==> config.mk <==
export PLATFORM = sky130hd
export DESIGN_NAME = ark_round_pipe
export DESIGN_NICKNAME = d
export VERILOG_FILES = /design/src/rtl/ark_round_pipe.sv
export SDC_FILE = /design/constraint.sdc
export NUM_CORES = 1
export LEC_CHECK = 0
export BUFFER_PORTS_ARGS = -buffer_cell sky130_fd_sc_hd__buf_2
export CORE_MARGIN = 2
export CORE_UTILIZATION = 45
export CTS_CLUSTER_DIAMETER = 120
export DETAILED_ROUTE_END_ITERATION = 7
export PLACE_DENSITY = 0.67
export SYNTH_ARGS = -nofsm -noshare
export SYNTH_HDL_FRONTEND = slang
export SYNTH_SLANG_ARGS = --single-unit
==> constraint.sdc <==
create_clock -name clk -period 1.7 [get_ports clk]
set_input_delay 0.085 -clock clk [delete_from_list [all_inputs] [get_ports clk]]
set_output_delay 0.085 -clock clk [all_outputs]
set_load 0.02 [all_outputs]
==> src/rtl/ark_round_pipe.sv <==
// ark_round_pipe: registered AddRoundKey stage, state ^ bank[round] with auto-advancing round index
// Ports: clk/reset (sync, active-high); key_wr_en/idx/data write the key bank;
//   in_valid/in_ready/in_first/in_state upstream beat; out_valid/out_ready/out_state/out_round/out_last
//   downstream beat (1-cycle latency); key_err pulses when a key write is refused.
// Optional feature macro: ARK_KEY_LOCK_EN refuses key writes while a block is partially processed.
module ark_round_pipe #(
    parameter int DIM = 2,
    parameter int WORD_W = 2,
    parameter int NUM_ROUNDS = 4,
    localparam int STATE_W = DIM * DIM * WORD_W,
    localparam int IDX_W = $clog2(NUM_ROUNDS)
) (
    input  logic               clk,
    input  logic               reset,
    input  logic               key_wr_en,
    input  logic [IDX_W-1:0]   key_wr_idx,
    input  logic [STATE_W-1:0] key_wr_data,
    input  logic               in_valid,
    output logic               in_ready,
    input  logic               in_first,
    input  logic [STATE_W-1:0] in_state,
    output logic               out_valid,
    input  logic               out_ready,
    output logic [STATE_W-1:0] out_state,
    output logic [IDX_W-1:0]   out_round,
    output logic               out_last,
    output logic               key_err
);
    localparam logic [IDX_W-1:0] LAST = IDX_W'(NUM_ROUNDS - 1);
    localparam logic [IDX_W:0] NR = (IDX_W + 1)'(NUM_ROUNDS);
    logic [STATE_W-1:0] bank [NUM_ROUNDS];
    logic [IDX_W-1:0] rnd_cnt, rnd;
    logic accept, busy, wr_ok;
    assign in_ready = !out_valid || out_ready;
    assign accept = in_valid && in_ready;
    assign rnd = in_first ? '0 : rnd_cnt;
    assign busy = rnd_cnt != '0;
`ifdef ARK_KEY_LOCK_EN
    // Any accept with in_first=0 while busy is already covered by busy itself.
    assign wr_ok = key_wr_en && ({1'b0, key_wr_idx} < NR) && !busy;
    always_ff @(posedge clk)
        key_err <= reset ? 1'b0 : key_wr_en && busy;
`else
    assign wr_ok = key_wr_en && ({1'b0, key_wr_idx} < NR);
    assign key_err = 1'b0;
`endif
    // Bank read and write share the edge, so an accept sees the pre-write key.
    always_ff @(posedge clk) begin
        if (reset) begin
            out_valid <= 1'b0;
            out_state <= '0;
            out_round <= '0;
            out_last <= 1'b0;
            rnd_cnt <= '0;
            for (int i = 0; i < NUM_ROUNDS; i++) bank[i] <= '0;
        end else begin
            if (wr_ok) bank[key_wr_idx] <= key_wr_data;
            if (accept) begin
                out_state <= in_state ^ bank[rnd];
                out_round <= rnd;
                out_last <= rnd == LAST;
                out_valid <= 1'b1;
                rnd_cnt <= (rnd == LAST) ? '0 : rnd + 1'b1;
            end else if (out_ready) begin
                out_valid <= 1'b0;
            end
        end
    end
endmodule
; ---- Word-level counts from Yosys, hierarchy flattened
; Memory sizes are Yosys's and may differ from the RTL's.
; Cells that the tools add are included.
[totals]
in_bits = 24
elab_cells = 26
ff_bits = 14
memories = 1
ramBits = 32
output_inout_bits = 14
[mem_list]
columns = name, words, width, read_ports, rd_clocked_by_memory_dff, wr, line
row1 = bank, 4, 8, 1, 0, 4, 31  ; logic [STATE_W-1:0] bank [NUM_ROUNDS];
[classes]
bitwise = 1
muxes = 12
reduce_logical = 5
addsub = 1
eq_ne = 1
[op_table]
columns = operator, n
row1 = $mux 1, 8
row2 = $mux 8, 1
row3 = $reduce_or 8->1, 1
row4 = $xor 8x8->8, 1
row5 = $mux 2, 3
row6 = $add 2x1->2 const B, 1
row7 = $eq 2x2->1 const B, 1
row8 = $reduce_bool 2->1, 1
row9 = $logic_and 1x1->1, 1
row10 = $logic_not 1->1, 1
row11 = $logic_or 1x1->1, 1

; ---- Logic depth before layout (Yosys ltp)
; Gate-level depths: netlist (run 1).
[depth]
ltp_word = 5
mapped_depth = 6
ltp_nobuf = 5

; ---- Worst setup path before layout (run 1)
; Ideal clock, no wire load.
[synth_timing]
kind = register -> register
startpoint = register out_valid
endpoint = register out_state[0]
path_stages_with_launch = 6
setup_ns = 0.091
slack_ns = 0.217
arrival_time_ns = 1.392
path_buffers = 1
cell_sequence = dfxtp_1 > nand2b_1 > and2_0 > clkbuf_1 > nor2_1 > a311oi_1
[synth_between]
elab_chain_cells = 3
[synth_rtl]
columns = item, line
row1 = from (decl), 22  ; output logic out_valid,
row2 = from (signal assigned), 50  ; out_valid <= 1'b0;
row3 = from (signal assigned), 62  ; out_valid <= 1'b1;
row4 = from (signal assigned), 65  ; out_valid <= 1'b0;
row5 = $logic_not 1->1, 34  ; assign in_ready = !out_valid || out_ready;
row6 = $logic_or 1x1->1, 34
row7 = via in_ready, 19  ; output logic in_ready,
row8 = $logic_and 1x1->1, 35  ; assign accept = in_valid && in_ready;
row9 = to (signal assigned), 59  ; out_state <= in_state ^ bank[rnd];
row10 = to (decl), 24  ; output logic [STATE_W-1:0] out_state,
; The timed path passes the listed nets, and every way through them passes these cells.
; A chain may end at the register's enable or synchronous reset.

; ---- Worst setup path after layout (run 1)
[layout_timing]
startpoint = register rnd_cnt[0]
endpoint = register out_state[5]
[layout_between]
elab_chain_cells = 3
[layout_rtl]
columns = item, line
row1 = from (decl), 32  ; logic [IDX_W-1:0] rnd_cnt, rnd;
row2 = from (signal assigned), 63  ; rnd_cnt <= (rnd == LAST) ? '0 : rnd + 1'b1;
row3 = $mux 2, 36  ; assign rnd = in_first ? '0 : rnd_cnt;
row4 = $mem_v2 4x8, n/a
row5 = $xor 8x8->8, 59
; No other way between the ends.

==> results of run 1 <==
[what timing repair did]
item | 4_1_cts | 5_1_grt
gates resized for setup | 0 | 1
setup buffers | 0 | 0
setup endpoints to repair | 0 | 1
[worst min-delay path by stage]
| stage | start | to | slack, ns | depth (start not counted) |
|---|---|---|---|---|
| detailed placement | in_valid | out_valid$_SDFFE_PP0P_ | 0.35 | 3 |
| global route | in_valid | out_valid$_SDFFE_PP0P_ | 0.05 | 3 |
| finish | in_valid | out_valid$_SDFFE_PP0P_ | 0.04 | 3 |
| floorplan | in_valid | out_valid$_SDFFE_PP0P_ | 0.21 | 2 |
| global placement | in_valid | out_valid$_SDFFE_PP0P_ | 0.34 | 3 |
| CTS | in_valid | out_valid$_SDFFE_PP0P_ | 0.04 | 3 |
[cells by family (layout without fill, tap and decap cells)]
logic type,after synthesis,in the layout,share of synthesized area (%)
buffers and inverters,13,54,3.392
adder cells (fa/ha/maj),1,1,0.5951
multiplexers,8,8,4.286
flip-flops,46,46,59.05
AO/OA/AOI/OAI,40,40,13.27
other,1,1,0.1784
AND/OR/NAND/NOR,72,72,19.23
[routing by layer]
metal | up-vias | GRT usage (%) | part of all wire [%]
met5 | - | 0 | 0
met4 | 0 | 6.709 | 1.5
met3 | 8 | 6.111 | 5.8
met2 | 38 | 30.58 | 50
met1 | 692 | 21.71 | 43
li1 | 747 | - | -
[synthesized netlist by cell type (all sizes together)]
cell type,instances,area (µm²)
and2,33,206.5
edfxtp,32,960.9
dfxtp,14,280.3
nand2,10,37.54
nor2,9,33.78
a311oi,8,70.07
mux2,8,90.09
o21ai,8,40.04
o22ai,8,50.05
o32ai,8,70.07
or3,8,50.05
buf,6,43.79
a21oi,5,25.02
clkbuf,4,15.01
nand2b,4,25.02
or2,3,18.77
inv,2,7.510
nor2b,2,12.51
nor3b,2,15.01
a211oi,1,7.510
a31o,1,8.760
clkinv,1,5.000
conb,1,3.750
ha,1,12.51
nor3,1,5.000
o21bai,1,7.510
[worst min-delay path, cell delays in order]
cell,delay (ns)
sky130_fd_sc_hd__buf_2,0.11
sky130_fd_sc_hd__inv_1,0.05
sky130_fd_sc_hd__a21oi_1,0.05
[stage by stage]
step	instances	hold WS (ns)	setup TNS (ns)	setup WS (ns)	util [%]
after floorplan	181	0.2145	0	0.2175	-
after global placement	266	0.3399	0	0.2185	53.32
after detailed placement	266	0.3504	0	0.1329	53.32
after CTS	274	0.03722	0	0.1562	55.81
after global routing	274	0.04642	-0.001348	-0.001348	55.98
final	274	0.04149	0	0.1371	55.98
[flip-flops by register name (all words and copies together) (netlist names)]
signal,cells
out_last,1
out_state,8
rnd_cnt,2
bank,32
out_round,2
out_valid,1
[final cells by class]
class                      instances  area [µm²]  share of cell area, %
clock buffer                       6       72.57                  2.937
timing repair buffer              43       245.2                  9.924
inverter                           3       12.51                 0.5063
clock inverter                     2       37.54                  1.519
sequential                        46        1241                  50.23
multi-input combinational        122       797.0                  32.25
tap                               52       65.06                  2.633
[power groups by stage]
| stage | sequential, W | combinational, W | clock (W) |
|---|---|---|---|
| floorplan | 0.00135 | 0.000176 | 0 |
| global placement | 0.00133 | 0.000298 | 0 |
| detailed placement | 0.00133 | 0.000308 | 0 |
| CTS | 0.00131 | 0.000309 | 0.000810 |
| global route | 0.00132 | 0.000345 | 0.000858 |
| finish | 0.00131 | 0.000308 | 0.000796 |
==> flow_results.xml, run 1 <==
<?xml version="1.0" encoding="UTF-8"?>
<metrics>
  <group name="clock_network">
    <metric name="cts.path.max_buffers" unit="">2</metric>
    <metric name="cts.sinks" unit="">46</metric>
    <metric name="tritoncts.num_buffers" unit="">5</metric>
    <metric name="cts_hold_repair.buffers" unit="">0</metric>
    <metric name="clock_latency" unit="ns">0.30</metric>
    <metric name="cts_root_buffer" unit="">sky130_fd_sc_hd__clkbuf_8</metric>
    <metric name="tritoncts_clock_tree" unit="">yes</metric>
    <metric name="clkTransAtPathRegs" unit="ns">0.07</metric>
    <metric name="cts.htree.levels" unit="">2</metric>
  </group>
  <group name="power">
    <metric name="pwr_density_cell" unit="nW/µm²">976.8</metric>
    <metric name="clock_power_share" unit="%">33.0</metric>
    <metric name="worst_ir_drop_vdd" unit="µV">405.6</metric>
    <metric name="netSwitchingPower" unit="W">0.0005662</metric>
    <metric name="power.share.switching" unit="%">23.45</metric>
    <metric name="overall_power" unit="W">0.002414</metric>
    <metric name="pwr-share-comb" unit="%">12.8</metric>
    <metric name="intPower" unit="W">0.001848</metric>
    <metric name="p_leak" unit="nW">0.9550</metric>
    <metric name="seqPwrFrac" unit="%">54.3</metric>
  </group>
  <group name="finish">
    <metric name="highest_count_cells_in_the_layout_ignoring_fill_and_taps" unit="">36 x sky130_fd_sc_hd__buf_2, 32 x sky130_fd_sc_hd__and2_1, 32 x sky130_fd_sc_hd__edfxtp_1</metric>
    <metric name="fin_nets" unit="">246</metric>
    <metric name="final_cell_area" unit="µm²">2471</metric>
    <metric name="most_common_library_cell_in_the_layout_ignoring_fill_and_taps" unit="">sky130_fd_sc_hd__buf_2</metric>
    <metric name="num_antenna_cells" unit="">0</metric>
    <metric name="area_growth_syn_to_layout" unit="%">17.56</metric>
    <metric name="num-fill-cells" unit="">385</metric>
    <metric name="final_layout_size_suffix_gt1_share" unit="%">25.23</metric>
  </group>
  <group name="global_routing">
    <metric name="groute.usage.overall" unit="%">18.21</metric>
    <metric name="vias_in_the_first_global_route" unit="">1592</metric>
    <metric name="grt_first_pass_wirelength" unit="µm">7231</metric>
    <metric name="grt.overflow.total" unit="">0</metric>
    <metric name="antenna_found_initial" unit="">0</metric>
    <metric name="grt_max_degree" unit="">23</metric>
  </group>
  <group name="worst_setup_path">
    <metric name="timing.critical_path.buf_inv" unit="">1</metric>
    <metric name="crit_cells" unit="">5</metric>
    <metric name="critPathTopFamily" unit="">simple AND/OR/NAND/NOR gates</metric>
    <metric name="cp-start-kind" unit="">flop</metric>
    <metric name="worst_setup_path_end_kind" unit="">flop</metric>
    <metric name="worstRegToRegCells" unit="">5</metric>
    <metric name="critical-path-max-stage-delay" unit="ns">0.33</metric>
    <metric name="startpoint" unit="">rnd_cnt[0]$_SDFFE_PP0P_</metric>
    <metric name="end_of_the_critical_path" unit="">out_state[5]$_SDFFE_PP0P_</metric>
    <metric name="regToRegSetupSlack" unit="ns">0.14</metric>
    <metric name="critPathMaxFanout" unit="">12</metric>
    <metric name="slowest_stage" unit="">sky130_fd_sc_hd__dfxtp_1</metric>
    <metric name="regToRegEndpoint" unit="">out_state[5]$_SDFFE_PP0P_</metric>
    <metric name="cp.required" unit="ns">1.90</metric>
    <metric name="cp.arrival" unit="ns">1.77</metric>
    <metric name="ff_to_ff_start" unit="">rnd_cnt[0]$_SDFFE_PP0P_</metric>
    <metric name="worstPathCellList" unit="">buf_12 &gt; nand2b_1 &gt; o32ai_1 &gt; or3_1 &gt; a311oi_1</metric>
    <metric name="path_class" unit="">flop to flop</metric>
  </group>
  <group name="sta">
    <metric name="finalCriticalPeriod" unit="ns">1.563</metric>
    <metric name="timing.final.setup_violations" unit="">0</metric>
    <metric name="clock_skew" unit="ns">0.007329</metric>
    <metric name="final-max-slew-violation-count" unit="">0</metric>
    <metric name="fmax" unit="GHz">0.6398</metric>
    <metric name="hold_viol_final" unit="">0</metric>
    <metric name="slew-limit-headroom" unit="%">57.95</metric>
    <metric name="timing_worst_slew_pin_value" unit="ns">0.6260</metric>
    <metric name="rsz0062_at_grt" unit="">true</metric>
    <metric name="post-route-period-util" unit="%">91.94</metric>
  </group>
  <group name="placement">
    <metric name="hpwl" unit="µm">3220</metric>
    <metric name="place_congestion" unit="">0.7471</metric>
    <metric name="dpl_cell_area" unit="µm²">2354</metric>
    <metric name="buffer_ports.inserted" unit="">36</metric>
  </group>
  <group name="drt">
    <metric name="dr.first_iter.drc_count" unit="">92</metric>
    <metric name="wl_per_cell" unit="µm">15.15</metric>
    <metric name="via_count" unit="">1485</metric>
    <metric name="ant_nets" unit="">0</metric>
    <metric name="drc" unit="">0</metric>
    <metric name="drtPass1Iterations" unit="">4</metric>
    <metric name="detail_route.wirelength" unit="µm">4150</metric>
    <metric name="routed_via_density" unit="">5.420</metric>
  </group>
  <group name="flow_run">
    <metric name="max-cap-violations" unit="">0</metric>
  </group>
  <group name="hold_path">
    <metric name="hold_class" unit="">input port to flop</metric>
  </group>
  <group name="floorplanning">
    <metric name="fp.dieArea" unit="µm²">5234</metric>
    <metric name="io-pin-count" unit="">38</metric>
    <metric name="core_area" unit="µm²">4414</metric>
    <metric name="die_y" unit="µm">72.35</metric>
    <metric name="initial_utilization" unit="%">47.62</metric>
    <metric name="row_count" unit="">24</metric>
    <metric name="chipWidth" unit="µm">72.35</metric>
  </group>
  <group name="synth">
    <metric name="mappedNetlistNets" unit="">206</metric>
    <metric name="synthesis.area" unit="µm²">2102</metric>
    <metric name="synth_seq_area_share" unit="%">59.05</metric>
    <metric name="postSynthRegisterBits" unit="">46</metric>
    <metric name="postSynthCellCount" unit="">181</metric>
    <metric name="ys.warnings.count" unit="">0</metric>
    <metric name="postSynthAreaPerCell" unit="µm²">11.61</metric>
    <metric name="ys_types" unit="">30</metric>
  </group>
  <group name="outcome">
    <metric name="status" unit="">finished, final reports clean</metric>
  </group>
</metrics>
No activity file was read; power rests on OpenSTA's default activity.
==> inputs of run 2 (changes only) <==
- ABC_AREA: not set -> 1
- PLACE_DENSITY: 0.67 -> 0.66
- RECOVER_POWER: not set -> 50
==> run 2 against run 1 <==
Net effect: clock power fell by 13%; synthesized area rose by 14%; sequential power hardly changed.
==> flow_results.xml, run 2 <==
<?xml version="1.0" encoding="UTF-8"?>
<metrics>
  <group name="clock_network">
    <metric name="cts_root_buffer" unit="">sky130_fd_sc_hd__clkbuf_8</metric>
    <metric name="tritoncts.num_buffers" unit="">5</metric>
    <metric name="clkTransAtPathRegs" unit="ns">0.09</metric>
    <metric name="clock_latency" unit="ns">0.30</metric>
    <metric name="cts.path.max_buffers" unit="">2</metric>
    <metric name="tritoncts_clock_tree" unit="">yes</metric>
    <metric name="cts.htree.levels" unit="">2</metric>
    <metric name="cts_hold_repair.buffers" unit="">0</metric>
    <metric name="ctsResizeCount" unit="">0</metric>
    <metric name="cts.sinks" unit="">46</metric>
    <metric name="postCtsSetupRepairBufs" unit="">0</metric>
  </group>
  <group name="worst_setup_path">
    <metric name="cp.required" unit="ns">1.90</metric>
    <metric name="startpoint" unit="">rnd_cnt[1]$_SDFFE_PP0P_</metric>
    <metric name="cp.arrival" unit="ns">1.51</metric>
    <metric name="critPathMaxFanout" unit="">18</metric>
    <metric name="critical-path-max-stage-delay" unit="ns">0.38</metric>
    <metric name="worstPathCellList" unit="">nand2_4 &gt; inv_4 &gt; ha_1 &gt; o21ai_0 &gt; nor2_1</metric>
    <metric name="cp-start-kind" unit="">flop</metric>
    <metric name="regToRegEndpoint" unit="">rnd_cnt[1]$_SDFFE_PP0P_</metric>
    <metric name="slowest_stage" unit="">sky130_fd_sc_hd__dfxtp_1</metric>
    <metric name="worstRegToRegCells" unit="">5</metric>
    <metric name="path_class" unit="">flop to flop</metric>
    <metric name="ff_to_ff_start" unit="">rnd_cnt[1]$_SDFFE_PP0P_</metric>
    <metric name="regToRegSetupSlack" unit="ns">0.38</metric>
    <metric name="worst_setup_path_end_kind" unit="">flop</metric>
  </group>
  <group name="drt">
    <metric name="dr.first_iter.drc_count" unit="">131</metric>
    <metric name="routed_via_density" unit="">4.655</metric>
    <metric name="detail_route.wirelength" unit="µm">4902</metric>
    <metric name="via_count" unit="">1941</metric>
    <metric name="wl_per_cell" unit="µm">11.76</metric>
    <metric name="drc" unit="">0</metric>
    <metric name="drtPass1Iterations" unit="">4</metric>
    <metric name="ant_nets" unit="">0</metric>
  </group>
  <group name="finish">
    <metric name="most_common_library_cell_in_the_layout_ignoring_fill_and_taps" unit="">sky130_fd_sc_hd__nand2_1</metric>
    <metric name="regMostFlops" unit="">bank</metric>
    <metric name="num-fill-cells" unit="">535</metric>
    <metric name="largest_registers" unit="">bank (32), out_state (8)</metric>
    <metric name="fin_nets" unit="">371</metric>
    <metric name="highest_count_cells_in_the_layout_ignoring_fill_and_taps" unit="">71 x sky130_fd_sc_hd__nand2_1, 56 x sky130_fd_sc_hd__nand3_1, 49 x sky130_fd_sc_hd__inv_1, 49 x sky130_fd_sc_hd__nor2_1, 32 x sky130_fd_sc_hd__edfxtp_1</metric>
    <metric name="layoutNonFillerInstCount" unit="">417</metric>
    <metric name="area_growth_syn_to_layout" unit="%">12.88</metric>
    <metric name="flip_flop_count_of_the_largest_register_all_copies_and_words_added" unit="">32</metric>
    <metric name="final_layout_size_suffix_gt1_share" unit="%">12.10</metric>
    <metric name="num_antenna_cells" unit="">0</metric>
  </group>
  <group name="synth">
    <metric name="number_of_synthesized_flops_with_an_enable_pin" unit="">32</metric>
    <metric name="synth_common_cells" unit="">71 x sky130_fd_sc_hd__nand2_1, 56 x sky130_fd_sc_hd__nand3_1, 49 x sky130_fd_sc_hd__nor2_1</metric>
    <metric name="postSynthCellCount" unit="">307</metric>
    <metric name="ys_types" unit="">20</metric>
    <metric name="synth_seq_area_share" unit="%">51.94</metric>
    <metric name="postSynthAreaPerCell" unit="µm²">7.784</metric>
    <metric name="library_cell_with_the_largest_summed_area_after_synthesis" unit="">sky130_fd_sc_hd__edfxtp_1</metric>
    <metric name="synthArstFlopShare" unit="%">0</metric>
    <metric name="largest_cells_by_area_after_synthesis" unit="">sky130_fd_sc_hd__edfxtp_1 40%, sky130_fd_sc_hd__dfxtp_1 12%, sky130_fd_sc_hd__nand3_1 12%</metric>
    <metric name="share_of_yosys_cell_area_claimed_by_the_top_area_cell_type" unit="%">40.21</metric>
    <metric name="synthesis.area" unit="µm²">2390</metric>
    <metric name="synth_top_flop_cell" unit="">sky130_fd_sc_hd__edfxtp_1</metric>
    <metric name="yosysMostFrequentCell" unit="">sky130_fd_sc_hd__nand2_1</metric>
    <metric name="mappedNetlistNets" unit="">332</metric>
    <metric name="postSynthRegisterBits" unit="">46</metric>
    <metric name="ys.warnings.count" unit="">0</metric>
  </group>
  <group name="global_routing">
    <metric name="grt_max_degree" unit="">25</metric>
    <metric name="antenna_found_initial" unit="">0</metric>
    <metric name="grt_first_pass_wirelength" unit="µm">8376</metric>
    <metric name="vias_in_the_first_global_route" unit="">1807</metric>
    <metric name="grt.overflow.total" unit="">0</metric>
    <metric name="groute.usage.overall" unit="%">17.91</metric>
  </group>
  <group name="hold_path">
    <metric name="hold_end" unit="">out_valid$_SDFFE_PP0P_</metric>
    <metric name="hold_start" unit="">out_ready</metric>
    <metric name="whs_path_depth" unit="">4</metric>
    <metric name="hold_class" unit="">input port to flop</metric>
  </group>
  <group name="floorplanning">
    <metric name="io-pin-count" unit="">38</metric>
    <metric name="die_y" unit="µm">76.88</metric>
    <metric name="fp.dieArea" unit="µm²">5910</metric>
    <metric name="row_count" unit="">26</metric>
    <metric name="core_area" unit="µm²">5107</metric>
    <metric name="initial_utilization" unit="%">46.79</metric>
    <metric name="chipWidth" unit="µm">76.88</metric>
  </group>
  <group name="power">
    <metric name="pwr_density_cell" unit="nW/µm²">890.8</metric>
    <metric name="worst_ir_drop_vdd" unit="µV">448.4</metric>
    <metric name="overall_power" unit="W">0.002403</metric>
    <metric name="p_leak" unit="nW">1.335</metric>
  </group>
  <group name="placement">
    <metric name="buffer_ports.inserted" unit="">36</metric>
    <metric name="hpwl" unit="µm">3664</metric>
    <metric name="place_congestion" unit="">0.8470</metric>
    <metric name="placedCellCount" unit="">409</metric>
  </group>
  <group name="outcome">
    <metric name="status" unit="">finished, final reports clean</metric>
  </group>
  <group name="sta">
    <metric name="rsz0062_at_grt" unit="">false</metric>
    <metric name="hold_viol_final" unit="">0</metric>
    <metric name="final-max-slew-violation-count" unit="">0</metric>
    <metric name="timing.setup.tns" unit="ns">0</metric>
    <metric name="holdWs" unit="ns">0.08818</metric>
    <metric name="timing.final.setup_violations" unit="">0</metric>
    <metric name="fmax" unit="GHz">0.7595</metric>
    <metric name="post-route-period-util" unit="%">77.45</metric>
    <metric name="finalCriticalPeriod" unit="ns">1.317</metric>
    <metric name="clock_skew" unit="ns">0.007958</metric>
  </group>
  <group name="flow_run">
    <metric name="max-cap-violations" unit="">0</metric>
  </group>
</metrics>
==> run 2: per-stage QoR <==
| step | cell area (µm²) | worst slack [ns] | util, % |
|---|---|---|---|
| 2_1_floorplan | 2390 | 0.2820 | - |
| 3_3_place_gp | 2626 | 0.3466 | 51.42 |
| 3_5_place_dp | 2626 | 0.2977 | 51.42 |
| 4_1_cts | 2720 | 0.3842 | 53.26 |
| 5_1_grt | 2698 | 0.2391 | 52.82 |
| 6_report | 2698 | 0.3834 | 52.82 |
==> run 2: kinds of logic after synthesis <==
family	after synthesis	share of synthesized area (%)
other	1	0.1569
adders and majority gates	1	0.5235
buffers and inverters	64	12.20
AOI/OAI and AO/OA	9	1.989
and+or+nand+nor	186	33.19
DFF	46	51.94
==> run 2: how the worst max path moves through the flow <==
stage | end | depth (start not counted)
after CTS | rnd_cnt[1]$_SDFFE_PP0P_ | 5
after global placement | bank[1][6]$_SDFFCE_PN0P_ | 6
after floorplan | bank[2][0]$_SDFFCE_PN0P_ | 4
after global routing | out_state[7]$_SDFFE_PP0P_ | 8
final | rnd_cnt[1]$_SDFFE_PP0P_ | 5
after detailed placement | bank[0][0]$_SDFFCE_PN0P_ | 6
==> run 2: layer usage <==
metal | track usage (%) | up-vias | part of all wire, %
met5 | 0 | - | 0
met4 | 6.000 | 0 | 0.59
met3 | 3.176 | 3 | 4.2
met2 | 28.33 | 43 | 46
met1 | 24.87 | 847 | 49
li1 | - | 1048 | -
==> run 2: layout make-up <==
| class | count | area (µm²) | share of cell area, % |
|---|---|---|---|
| inverter | 52 | 200.2 | 7.421 |
| clock inverter | 3 | 25.02 | 0.9276 |
| timing repair buffer | 44 | 217.7 | 8.070 |
| sequential | 46 | 1241 | 46.01 |
| multi-input combinational | 197 | 857.1 | 31.77 |
| clock buffer | 5 | 68.82 | 2.551 |
| tap | 70 | 87.58 | 3.247 |
==> run 2: power by group <==
part | leakage, nW | internal, W | switching (W) | total [W]
logic | 0.861 | 0.000127 | 0.000260 | 0.000387
clock network | 0.0447 | 0.000297 | 0.000398 | 0.000695
registers | 0.428 | 0.00129 | 0.0000362 | 0.00132
total | 1.33 | 0.00171 | 0.000694 | 0.00240
==> run 2: worst max-delay path: cells and delay by family, from the launching register on <==
family,cells,cell delay (ns)
buf+inv,1,0.19
simple gates,2,0.21
flops,1,0.38
fa+ha+maj,1,0.25
compound gates,1,0.18
